[src/rtl/ysyx_24100005_lsu.sv]
// Load/store unit: one command at a time from the execute stage, one word-wide
// memory request per aligned command, response lane extraction and
// sign/zero extension for loads, and a register-file write for loads.
//
// Handshakes: every channel uses valid/ready. A transfer happens on the rising
// edge where both are high. The sender keeps valid and its payload stable until
// that edge. The receiver may raise or drop ready freely.
//   in_*       : execute stage -> LSU; in_ready is high only in IDLE.
//   mem_req_*  : LSU -> memory; the payload comes from latched fields only.
//   mem_resp_* : memory -> LSU; ready is high only in WAIT, so a response
//                offered in any other state is never consumed.
module ysyx_24100005_lsu #(
    parameter int RF_ADDR_WIDTH = 5,
    parameter int DATA_WIDTH    = 32
) (
    input  logic                     clk,
    input  logic                     rst_n,

    input  logic                     in_valid,
    output logic                     in_ready,
    input  logic [DATA_WIDTH-1:0]    in_addr,
    input  logic [DATA_WIDTH-1:0]    in_wdata,
    input  logic                     in_is_store,
    input  logic                     in_unsigned,
    input  logic [1:0]               in_size,
    input  logic [RF_ADDR_WIDTH-1:0] in_rd,

    output logic                     mem_req_valid,
    input  logic                     mem_req_ready,
    output logic [DATA_WIDTH-1:0]    mem_req_addr,
    output logic [DATA_WIDTH-1:0]    mem_req_wdata,
    output logic                     mem_req_wen,
    output logic [3:0]               mem_req_wmask,

    input  logic                     mem_resp_valid,
    output logic                     mem_resp_ready,
    input  logic [DATA_WIDTH-1:0]    mem_resp_rdata,

    output logic                     rf_wen,
    output logic [RF_ADDR_WIDTH-1:0] rf_waddr,
    output logic [DATA_WIDTH-1:0]    rf_wdata,

    output logic                     done,
    output logic                     err,

    output logic [1:0]               dbg_state
);

    typedef enum logic [1:0] {
        S_IDLE = 2'd0,
        S_REQ  = 2'd1,
        S_WAIT = 2'd2,
        S_WB   = 2'd3
    } state_t;

    state_t state;
    state_t state_nxt;

    // Latched command fields
    logic [DATA_WIDTH-1:0]    addr_q;
    logic [DATA_WIDTH-1:0]    wdata_q;
    logic                     is_store_q;
    logic                     unsigned_q;
    logic [1:0]               size_q;
    logic [RF_ADDR_WIDTH-1:0] rd_q;

    // Registered response word, consumed in WB
    logic [DATA_WIDTH-1:0]    rdata_q;

    // Registered one-cycle pulses
    logic                     store_done_q;
    logic                     err_q;

    // Decoded helpers
    logic                     accept;
    logic                     misaligned;
    logic [3:0]               st_mask;
    logic [DATA_WIDTH-1:0]    st_data;
    logic [DATA_WIDTH-1:0]    ld_lane;
    logic [DATA_WIDTH-1:0]    ld_data;

    assign accept = in_valid && (state == S_IDLE);

    // Alignment check on the incoming command; size 3 is never legal
    always_comb begin
        misaligned = 1'b0;
        case (in_size)
            2'd0:    misaligned = 1'b0;
            2'd1:    misaligned = in_addr[0];
            2'd2:    misaligned = |in_addr[1:0];
            default: misaligned = 1'b1;
        endcase
    end

    // State register
    always_ff @(posedge clk or negedge rst_n) begin
        if (!rst_n) begin
            state <= S_IDLE;
        end else begin
            state <= state_nxt;
        end
    end

    // Next-state logic; a misaligned command is consumed and stays in IDLE
    always_comb begin
        state_nxt = state;
        case (state)
            S_IDLE: begin
                if (accept && !misaligned) begin
                    state_nxt = S_REQ;
                end
            end
            S_REQ: begin
                if (mem_req_ready) begin
                    state_nxt = S_WAIT;
                end
            end
            S_WAIT: begin
                if (mem_resp_valid) begin
                    state_nxt = is_store_q ? S_IDLE : S_WB;
                end
            end
            S_WB: begin
                state_nxt = S_IDLE;
            end
            default: begin
                state_nxt = S_IDLE;
            end
        endcase
    end

    // Command latch and response capture
    always_ff @(posedge clk or negedge rst_n) begin
        if (!rst_n) begin
            addr_q     <= '0;
            wdata_q    <= '0;
            is_store_q <= 1'b0;
            unsigned_q <= 1'b0;
            size_q     <= 2'd0;
            rd_q       <= '0;
            rdata_q    <= '0;
        end else begin
            if (accept) begin
                addr_q     <= in_addr;
                wdata_q    <= in_wdata;
                is_store_q <= in_is_store;
                unsigned_q <= in_unsigned;
                size_q     <= in_size;
                rd_q       <= in_rd;
            end
            if ((state == S_WAIT) && mem_resp_valid) begin
                rdata_q <= mem_resp_rdata;
            end
        end
    end

    // Completion pulses for the paths that return straight to IDLE
    always_ff @(posedge clk or negedge rst_n) begin
        if (!rst_n) begin
            store_done_q <= 1'b0;
            err_q        <= 1'b0;
        end else begin
            store_done_q <= (state == S_WAIT) && mem_resp_valid && is_store_q;
            err_q        <= accept && misaligned;
        end
    end

    // Store lane mask and replicated store data
    always_comb begin
        st_mask = 4'b1111;
        st_data = wdata_q;
        case (size_q)
            2'd0: begin
                st_mask = 4'b0001 << addr_q[1:0];
                st_data = {4{wdata_q[7:0]}};
            end
            2'd1: begin
                st_mask = 4'b0011 << addr_q[1:0];
                st_data = {2{wdata_q[15:0]}};
            end
            default: begin
                st_mask = 4'b1111;
                st_data = wdata_q;
            end
        endcase
    end

    // Load lane extraction and extension from the registered response
    always_comb begin
        ld_lane = rdata_q >> {addr_q[1:0], 3'b000};
        ld_data = ld_lane;
        case (size_q)
            2'd0: begin
                ld_data = unsigned_q ? {24'd0, ld_lane[7:0]}
                                     : {{24{ld_lane[7]}}, ld_lane[7:0]};
            end
            2'd1: begin
                ld_data = unsigned_q ? {16'd0, ld_lane[15:0]}
                                     : {{16{ld_lane[15]}}, ld_lane[15:0]};
            end
            default: begin
                ld_data = ld_lane;
            end
        endcase
    end

    // Outputs decoded from state and latched fields
    always_comb begin
        in_ready       = (state == S_IDLE);
        mem_req_valid  = (state == S_REQ);
        mem_req_addr   = {addr_q[DATA_WIDTH-1:2], 2'b00};
        mem_req_wdata  = st_data;
        mem_req_wen    = (state == S_REQ) && is_store_q;
        mem_req_wmask  = ((state == S_REQ) && is_store_q) ? st_mask : 4'b0000;
        mem_resp_ready = (state == S_WAIT);
        rf_wen         = (state == S_WB) && (rd_q != '0);
        rf_waddr       = rd_q;
        rf_wdata       = ld_data;
        done           = (state == S_WB) || store_done_q;
        err            = err_q;
        dbg_state      = state;
    end

endmodule

[config.mk]
export PLATFORM = sky130hd
export DESIGN_NAME = ysyx_24100005_lsu
export DESIGN_NICKNAME = d
export VERILOG_FILES = /design/src/rtl/ysyx_24100005_lsu.sv
export SDC_FILE = /design/constraint.sdc
export NUM_CORES = 1
export LEC_CHECK = 0
export ABC_AREA = 1
export CAP_MARGIN = 5
export CELL_PAD_IN_SITES_DETAIL_PLACEMENT = 0
export CELL_PAD_IN_SITES_GLOBAL_PLACEMENT = 1
export CORE_ASPECT_RATIO = 0.75
export CORE_MARGIN = 3
export CORE_UTILIZATION = 30
export DETAILED_ROUTE_END_ITERATION = 8
export PLACE_DENSITY = 0.74
export SLEW_MARGIN = 20
export SYNTH_ARGS = -nofsm -noshare
export SYNTH_HDL_FRONTEND = slang
export SYNTH_SLANG_ARGS = --single-unit
[constraint.sdc]
create_clock -name clk -period 3.88 [get_ports clk]
set_input_delay 0.582 -clock clk [delete_from_list [all_inputs] [get_ports clk]]
set_output_delay 0.582 -clock clk [all_outputs]
set_load 0.03 [all_outputs]
==> out/qor_table.md, run 1 <==
| Step | Parameter | Reported |
|:---|:---|:---|
| routing | Aggregate routed wire length | 17800 microns |
| power | Logic gate share of total power | 65.3% |
| critical path | Top cell by count, worst path | sky130_fd_sc_hd__nand2_1 |
| placed design | Worst-case setup slack after placement | 1010 ps |
| placed design | Final RePlAce weighted congestion | 0.803 |
| timing | Count of final max-slew check failures | 0 |
| routing | Initial DRC Count | 301 |
| synthesis | Most used DFF post-synth | sky130_fd_sc_hd__dfrtp_1 |
| synthesis | Commonest cells in the netlist | 170 x sky130_fd_sc_hd__nand2_1, 109 x sky130_fd_sc_hd__dfrtp_1, 72 x sky130_fd_sc_hd__nand3_1 |
| power | Switch share | 47.5% |
| synthesis | XOR/XNOR Fraction of Synth Area | 0% |
| synthesis | Area share of the largest cell type after synthesis | 47.6% |
| grt | Most utilized layer in the global route result | met2 |
| routing | Mean routed wirelength per cell | 17.0 microns |
| synthesis | Number of synthesized flops with an enable pin | 0 |
| power | Sum of internal, switching and leakage power | 8.66 mW |
| timing | Unrepaired setup endpoints after global routing | false |
| routing | Remaining DRCs | 0 |
| power | Internal portion of total power | 4.55 mW |
| timing | Final Hold Slack | 339 ps |
| floorplan | Total Die Area | 0.0208 sq mm |
| grt | Largest net degree at the start of global routing | 66 |
| grt | Global Route met1 Usage | 24.2% |
| critical path | R2r startpoint | dbg_state[0] |
| clock network | Number of buffers added by the clock tree synthesis step | 9 |
| critical path | CP max stage cell | sky130_fd_sc_hd__inv_1 |
| critical path | Crit. Startpoint | addr_q[0] |
| clock network | CTS tree | done |
| synthesis | Mean instance size in the synthesized netlist | 9.15 sq um |
| critical path | Flop2flop setup slack | 1640 ps |
| critical path | Type of the worst setup path | register to output pin |
| synthesis | Largest family of logic cells by synthesized area | simple AND/OR/NAND/NOR gates |
| power | Max rail drop VDD | 0.575 mV |
| grt | Global-route total usage across every layer | 16.9% |
| synthesis | Cell count after synthesis | 627 |
| timing | Slew margin rel. | 38.3% |
| synthesis | Post-synthesis cell area | 0.00573 sq mm |
| floorplan | Floorplan row count | 43 |
| cells and area | Fraction of final layout cells with drive strength greater than 1 | 15.6% |
| grt | Initial antenna violation count | 2 |
| timing | Final period demand of the worst path | 3270 ps |
| floorplan | Total I/O pin count | 224 |
| clock network | Root Driver | sky130_fd_sc_hd__clkbuf_16 |
| synthesis | Multiplexer fraction of the synthesized cell area | 14.9% |
| floorplan | Starting utilization of the core area | 30.8% |
| synthesis | Post-synth ARST share | 100% |
| clock network | Number of buffers inserted for hold repair after clock tree synthesis | 0 |
| critical path | Endpoint of the most critical register-to-register path | wdata_q[25] |
| timing | Final setup skew | 6.76 ps |
| power | Leak pwr | 3.89 nW |
| timing | Setup Viol. Count Final | 0 |
| synthesis | Number of library cell types mapped by synthesis | 24 |
| floorplan | Core Footprint | 0.0186 sq mm |
| timing | Setup tns final | 0 ps |
| cells and area | Antenna diode instance count | 0 |
| grt | Met2 track demand over resource in global routing | 24.8% |
| clock network | Buffer levels on the longest clock path | 2 |
| clock network | Number of instances resized during post-cts repair | 0 |
| grt | Met3 Track Usage GR | 6.15% |
| critical path | Startpoint Class | register |
| synthesis | Sequential element share of the synthesized area | 47.6% |
| synthesis | Compound-gate portion of the synthesized area | 6.37% |
| routing | Post-detailed-route via-to-cell ratio | 4.58 |
| grt | Remaining global-route overflow | 0 |
| power | Pwr/cell area | 1060 mW/mm^2 |
| clock network | Total number of clock tree sinks | 109 |
| critical path | Critical path peak fanout | 25 |
| outcome | Result of the run | finished, final reports clean |
| synthesis | Cell taking the most area after synthesis | sky130_fd_sc_hd__dfrtp_1 |
| timing | Least setup slack across all paths after layout | 614 ps |
| critical path | Worst Path Buf+Inv | 3 |
| cells and area | Net total in the final layout | 906 |
| placed design | Count of port buffers added during placement | 221 |
| critical path | Worst endpoint required time | 3300 ps |
| critical path | Chain of cells forming the critical path | inv_1, buf_4, nand2_1, nand3_1, nand2_1, nand2_1, nand3_1, buf_12 |
| cells and area | Area growth from synthesis to final layout | 43.2% |
| critical path | Max stage delay on crit path | 560 ps |
| floorplan | DIE WIDTH | 166 microns |
| clock network | Clock insertion delay at the later pin of the skew report | 350 ps |
| clock network | Post-CTS setup buffer count | 0 |
| job | Max Cap Violations | 0 |
| floorplan | Height of the chip | 126 microns |
| synthesis | Area fraction in and, or, nand and nor cells after synthesis | 20.4% |
| synthesis | Cell with the most instances after synthesis | sky130_fd_sc_hd__nand2_1 |
| timing | Worst Tran Pin Value | 926 ps |
| routing | Via Count | 4800 |
| synthesis | Cells taking the most area after synthesis | sky130_fd_sc_hd__dfrtp_1 48%, sky130_fd_sc_hd__nand2_1 11%, sky130_fd_sc_hd__mux2_4 10% |
| routing | Total iterations of the first detailed-routing run | 5 |
| timing | Max Freq | 306 MHz |
| critical path | Crit path arrival time | 2680 ps |
| clock network | Clock-pin slew of the registers on the worst-case setup and hold paths | 80 ps |
| timing | Count of final hold-check violations | 0 |
| power | Net switching power | 4.11 mW |
| critical path | Reg2reg path depth | 4 |
| synthesis | Number of synthesized register bits | 109 |
| power | Clock power frac | 10.3% |
| grt | Number of global-route vias before repair | 4813 |
| min path | Tightest Hold Check Type | input port to async pin |
| power | Share of total power in sequential cells | 24.4% |
| critical path | Dominant delay contributor by cell family on the critical path | buffers and inverters |
| routing | Number of antenna-violating nets in the routed design | 0 |
| synthesis | Yosys warning total | 0 |
| placed design | Detailed Place HPWL | 13300 microns |
| timing | Tcrit/Tclk final | 84.2% |
| clock network | Max H-tree Level | 3 |
| critical path | Endpoint class of the critical path | output pin |
| synthesis | Adder and majority cell fraction of the synthesized area | 0% |
| grt | First-pass GRT wire length | 28200 microns |
## power by group through the flow
stage / Combinational, mW / Clock [mW] / Sequential (mW)
3_5_place_dp: 5.71 / 0 / 2.13
5_1_grt: 6.03 / 0.977 / 2.19
3_3_place_gp: 5.68 / 0 / 2.12
6_report: 5.65 / 0.896 / 2.11
4_1_cts: 5.72 / 0.927 / 2.12
2_1_floorplan: 3.67 / 0 / 2.05
## cell families after synthesis
kind of cell           after synthesis
multiplexers                        63
buffers and inverters              108
other                                1
flip-flops                         109
AND/OR/NAND/NOR                    280
AO/OA/AOI/OAI                       66
## per-stage QoR
stage	area (sq um)	util (%)	instances
after global routing	8210	44.1	1048
final	8210	44.1	1048
after floorplan	5740	-	628
after global placement	7930	42.6	1032
after detailed placement	7930	42.6	1032
after CTS	8210	44.1	1048
## cells in the final DEF, fill, tap and decap left out, drive strengths merged, types with 23 or more instances in the layout
master	n
clkdlybuf4s50	196
nand2	171
dfrtp	109
nand3	73
mux2	63
buf	39
nor2	34
inv	33
a21oi	29
o21ai	23
## state kept, by name, summed over array words and instances (netlist names)
name          cells
err               1
size_q            2
store_done_q      1
unsigned_q        1
dbg_state         2
rf_waddr          5
is_store_q        1
addr_q           32
rdata_q          32
wdata_q          32
## worst max path at each step
stage	slack (ps)	end	cells after the start
final	610	rf_wdata[25]	8
after global routing	360	rf_wdata[21]	8
after CTS	610	rf_wdata[23]	8
after detailed placement	1010	rf_wdata[23]	8
after global placement	1090	rf_wdata[23]	8
after floorplan	1350	mem_req_wmask[1]	4
## metal layers
layer	vias to the layer above	wire, microns
met2	156	7700
met3	14	1400
li1	2346	-
met1	2280	8520
met4	4	138
met5	-	26
## layout make-up
type	instances	area [sq um]
clock buffers	9	225
multi-input cells	411	2400
flip-flops and latches	109	2730
clock inverters	7	56.3
inverters	30	113
repair buffers	235	2380
fillers	1876	10400
well taps	247	309
(Power assumes the default switching activity.)
==> inputs of run 2 (changes only) <==
--- a/config.mk
+++ b/config.mk
@@ -11,9 +11,9 @@
 export CELL_PAD_IN_SITES_GLOBAL_PLACEMENT = 1
 export CORE_ASPECT_RATIO = 0.75
 export CORE_MARGIN = 3
-export CORE_UTILIZATION = 30
+export CORE_UTILIZATION = 29
 export DETAILED_ROUTE_END_ITERATION = 8
-export PLACE_DENSITY = 0.74
+export PLACE_DENSITY = 0.75
 export SLEW_MARGIN = 20
 export SYNTH_ARGS = -nofsm -noshare
 export SYNTH_HDL_FRONTEND = slang
==> constraint.sdc (replaced) <==
create_clock -name clk -period 2.98 [get_ports clk]
set_input_delay 0.447 -clock clk [delete_from_list [all_inputs] [get_ports clk]]
set_output_delay 0.447 -clock clk [all_outputs]
set_load 0.03 [all_outputs]
==> out/qor_table.md, run 2 (synthesis gave the netlist of run 1 again) <==
| Step | Parameter | Reported | Change |
|:---|:---|:---|:---|
| critical path | Startpoint Class | register |  |
| floorplan | Height of the chip | 128 microns | +1.6% |
| placed design | Count of port buffers added during placement | 221 | unchanged |
| critical path | Max stage delay on crit path | 410 ps | -150 ps |
| timing | Unrepaired setup endpoints after global routing | false |  |
| floorplan | Floorplan row count | 43 | unchanged |
| grt | Remaining global-route overflow | 0 | unchanged |
| power | Max rail drop VDD | 0.975 mV | +70% |
| routing | Mean routed wirelength per cell | 16.8 microns | -0.86% |
| timing | Count of final hold-check violations | 0 | unchanged |
| clock network | Clock-pin slew of the registers on the worst-case setup and hold paths | 70 ps | about the same |
| routing | Aggregate routed wire length | 17600 microns | -0.76% |
| critical path | Worst endpoint required time | 2530 ps | -770 ps |
| critical path | Top cell by count, worst path | sky130_fd_sc_hd__nor2_1 |  |
| floorplan | Total I/O pin count | 224 | unchanged |
| clock network | Post-CTS setup buffer count | 0 | unchanged |
| grt | Global-route total usage across every layer | 16.3% | -0.62 points |
| cells and area | Area growth from synthesis to final layout | 43.5% |  |
| routing | Post-detailed-route via-to-cell ratio | 4.56 | -0.37% |
| floorplan | Starting utilization of the core area | 30.3% | -0.53 points |
| critical path | Endpoint class of the critical path | output pin |  |
| critical path | Type of the worst setup path | register to output pin |  |
| placed design | Final RePlAce weighted congestion | 0.822 | +2.4% |
| timing | Tcrit/Tclk final | 90.0% |  |
| clock network | Max H-tree Level | 3 | unchanged |
| timing | Final period demand of the worst path | 2680 ps |  |
| clock network | Number of buffers inserted for hold repair after clock tree synthesis | 0 | unchanged |
| grt | Met3 Track Usage GR | 5.80% | -0.35 points |
| timing | Max Freq | 373 MHz |  |
| routing | Total iterations of the first detailed-routing run | 4 | -1 |
| cells and area | Net total in the final layout | 907 | +0.11% |
| critical path | Crit. Startpoint | size_q[1] |  |
| clock network | Number of buffers added by the clock tree synthesis step | 9 | unchanged |
| outcome | Result of the run | finished, final reports clean |  |
| grt | First-pass GRT wire length | 27400 microns | -2.6% |
| placed design | Detailed Place HPWL | 13300 microns | -0.22% |
| grt | Initial antenna violation count | 1 | -1 |
| timing | Slew margin rel. | 63.7% | +25 points |
| critical path | R2r startpoint | dbg_state[1] |  |
| critical path | Critical path peak fanout | 24 | -4.0% |
| timing | Setup tns final | 0 ps | unchanged |
| floorplan | Core Footprint | 0.0189 sq mm | +1.7% |
| power | Leak pwr | 3.94 nW | +1.3% |
| grt | Met2 track demand over resource in global routing | 23.2% | -1.7 points |
| job | Max Cap Violations | 0 | unchanged |
| grt | Most utilized layer in the global route result | met1 |  |
| cells and area | Biggest registers after layout | addr_q (32), rdata_q (32), wdata_q (32) |  |
| timing | Setup Viol. Count Final | 0 | unchanged |
| timing | Count of final max-slew check failures | 0 | unchanged |
| grt | Largest net degree at the start of global routing | 50 | -24% |
| clock network | Buffer levels on the longest clock path | 2 | unchanged |
| cells and area | Commonest non-fill, non-tap cells in the layout | 172 x sky130_fd_sc_hd__clkdlybuf4s50_1, 169 x sky130_fd_sc_hd__nand2_1, 109 x sky130_fd_sc_hd__dfrtp_1 |  |
| critical path | CP max stage cell | sky130_fd_sc_hd__dfrtp_1 |  |
| timing | Worst Tran Pin Value | 544 ps | -382 ps |
| critical path | Crit path arrival time | 2240 ps | -440 ps |
| power | Pwr/cell area | 1380 mW/mm^2 | +30% |
| clock network | CTS tree | done |  |
| grt | Global Route met1 Usage | 23.9% | -0.25 points |
| placed design | Placed instance area | 0.00792 sq mm | -0.19% |
| floorplan | DIE WIDTH | 168 microns | +1.6% |
| min path | Tightest Hold Check Type | input port to async pin |  |
| clock network | Total number of clock tree sinks | 109 | unchanged |
| grt | Number of global-route vias before repair | 4734 | -1.6% |
| routing | Number of antenna-violating nets in the routed design | 0 | unchanged |
| cells and area | Number of fill cells in the layout | 1861 | -0.80% |
| cells and area | Most frequent standard cell in the layout excluding fill and tap cells | sky130_fd_sc_hd__clkdlybuf4s50_1 |  |
| cells and area | Fraction of final layout cells with drive strength greater than 1 | 18.7% | +3.1 points |
| clock network | Clock insertion delay at the later pin of the skew report | 350 ps | about the same |
| routing | Remaining DRCs | 0 | unchanged |
| floorplan | Total Die Area | 0.0215 sq mm | +3.3% |
| cells and area | Antenna diode instance count | 0 | unchanged |
| timing | Final setup skew | 8.07 ps | +1.32 ps |
| critical path | Chain of cells forming the critical path | nor2_1, inv_2, nor2_1, nand3_4, nand3_1, buf_12 |  |
| routing | Initial DRC Count | 325 | +8.0% |
| clock network | Root Driver | sky130_fd_sc_hd__clkbuf_16 |  |
| cells and area | Fin area | 0.00823 sq mm | +0.17% |
| routing | Via Count | 4787 | -0.27% |
## run 2: cell count changes in the layout (fill, tap and decap cells not counted), sizes merged
cell / change
clkinv: -2
buf: +25
inv: -1
bufinv: +1
clkdlybuf4s50: -24
clkbuf: +2
## run 2: final cells by class
type                            count  area [sq um]  share of cell area [%]
Clock buffer                       11           233                    2.83
Multi-Input combinational cell    411          2410                    29.3
Inverter                           30           113                    1.37
Timing Repair Buffer              236          2360                    28.7
Sequential cell                   109          2730                    33.2
Tap cell                          247           309                    3.76
Clock inverter                      5          67.6                   0.821
## run 2: report_power, final
part / internal (mW) / switching [mW] / total (mW)
registers: 2.20 / 0.575 / 2.77
logic: 3.11 / 4.21 / 7.32
clock network: 0.666 / 0.566 / 1.23
## run 2: final timing paths
kind / slack, ps / cells past startpoint / endpoint
setup / recovery: 300 / 6 / rf_wdata[25]
hold / removal: 70 / 1 / wdata_q[9]
setup reg to reg: 1240 / 7 / rdata_q[25]
hold reg to reg: 480 / 2 / rdata_q[3]
max in group asynchronous: 2150 / 2 / addr_q[30]
min in group clk: 480 / 2 / rdata_q[3]
## run 2: per-layer routing
layer / part of all wire [%] / wire length (microns)
met1: 47 / 8380
met2: 42 / 7400
met3: 9.9 / 1750
met4: 0.61 / 107
met5: 0.051 / 9
## run 2: timing repair
action	in CTS	in global routing
pin swaps	0	0
resized for setup	1	2
setup endpoints to repair	8	7
## run 2: critical path: cells and delay by family (launching register included)
family	cells	cell delay [ps]
buf+inv	2	360
flops	1	410
simple gates	4	1110
## run 2: per-stage QoR
step,std cells,power (mW),util (%),hold WS [ps],worst slack [ps]
6_report,1049,11.3,43.4,68.5,297
5_1_grt,1049,12.0,43.4,88.0,134
4_1_cts,1049,11.5,43.4,72.3,128
3_5_place_dp,1033,10.1,41.8,456,375
3_3_place_gp,1033,10.1,41.8,453,553
2_1_floorplan,628,7.45,-,151,589
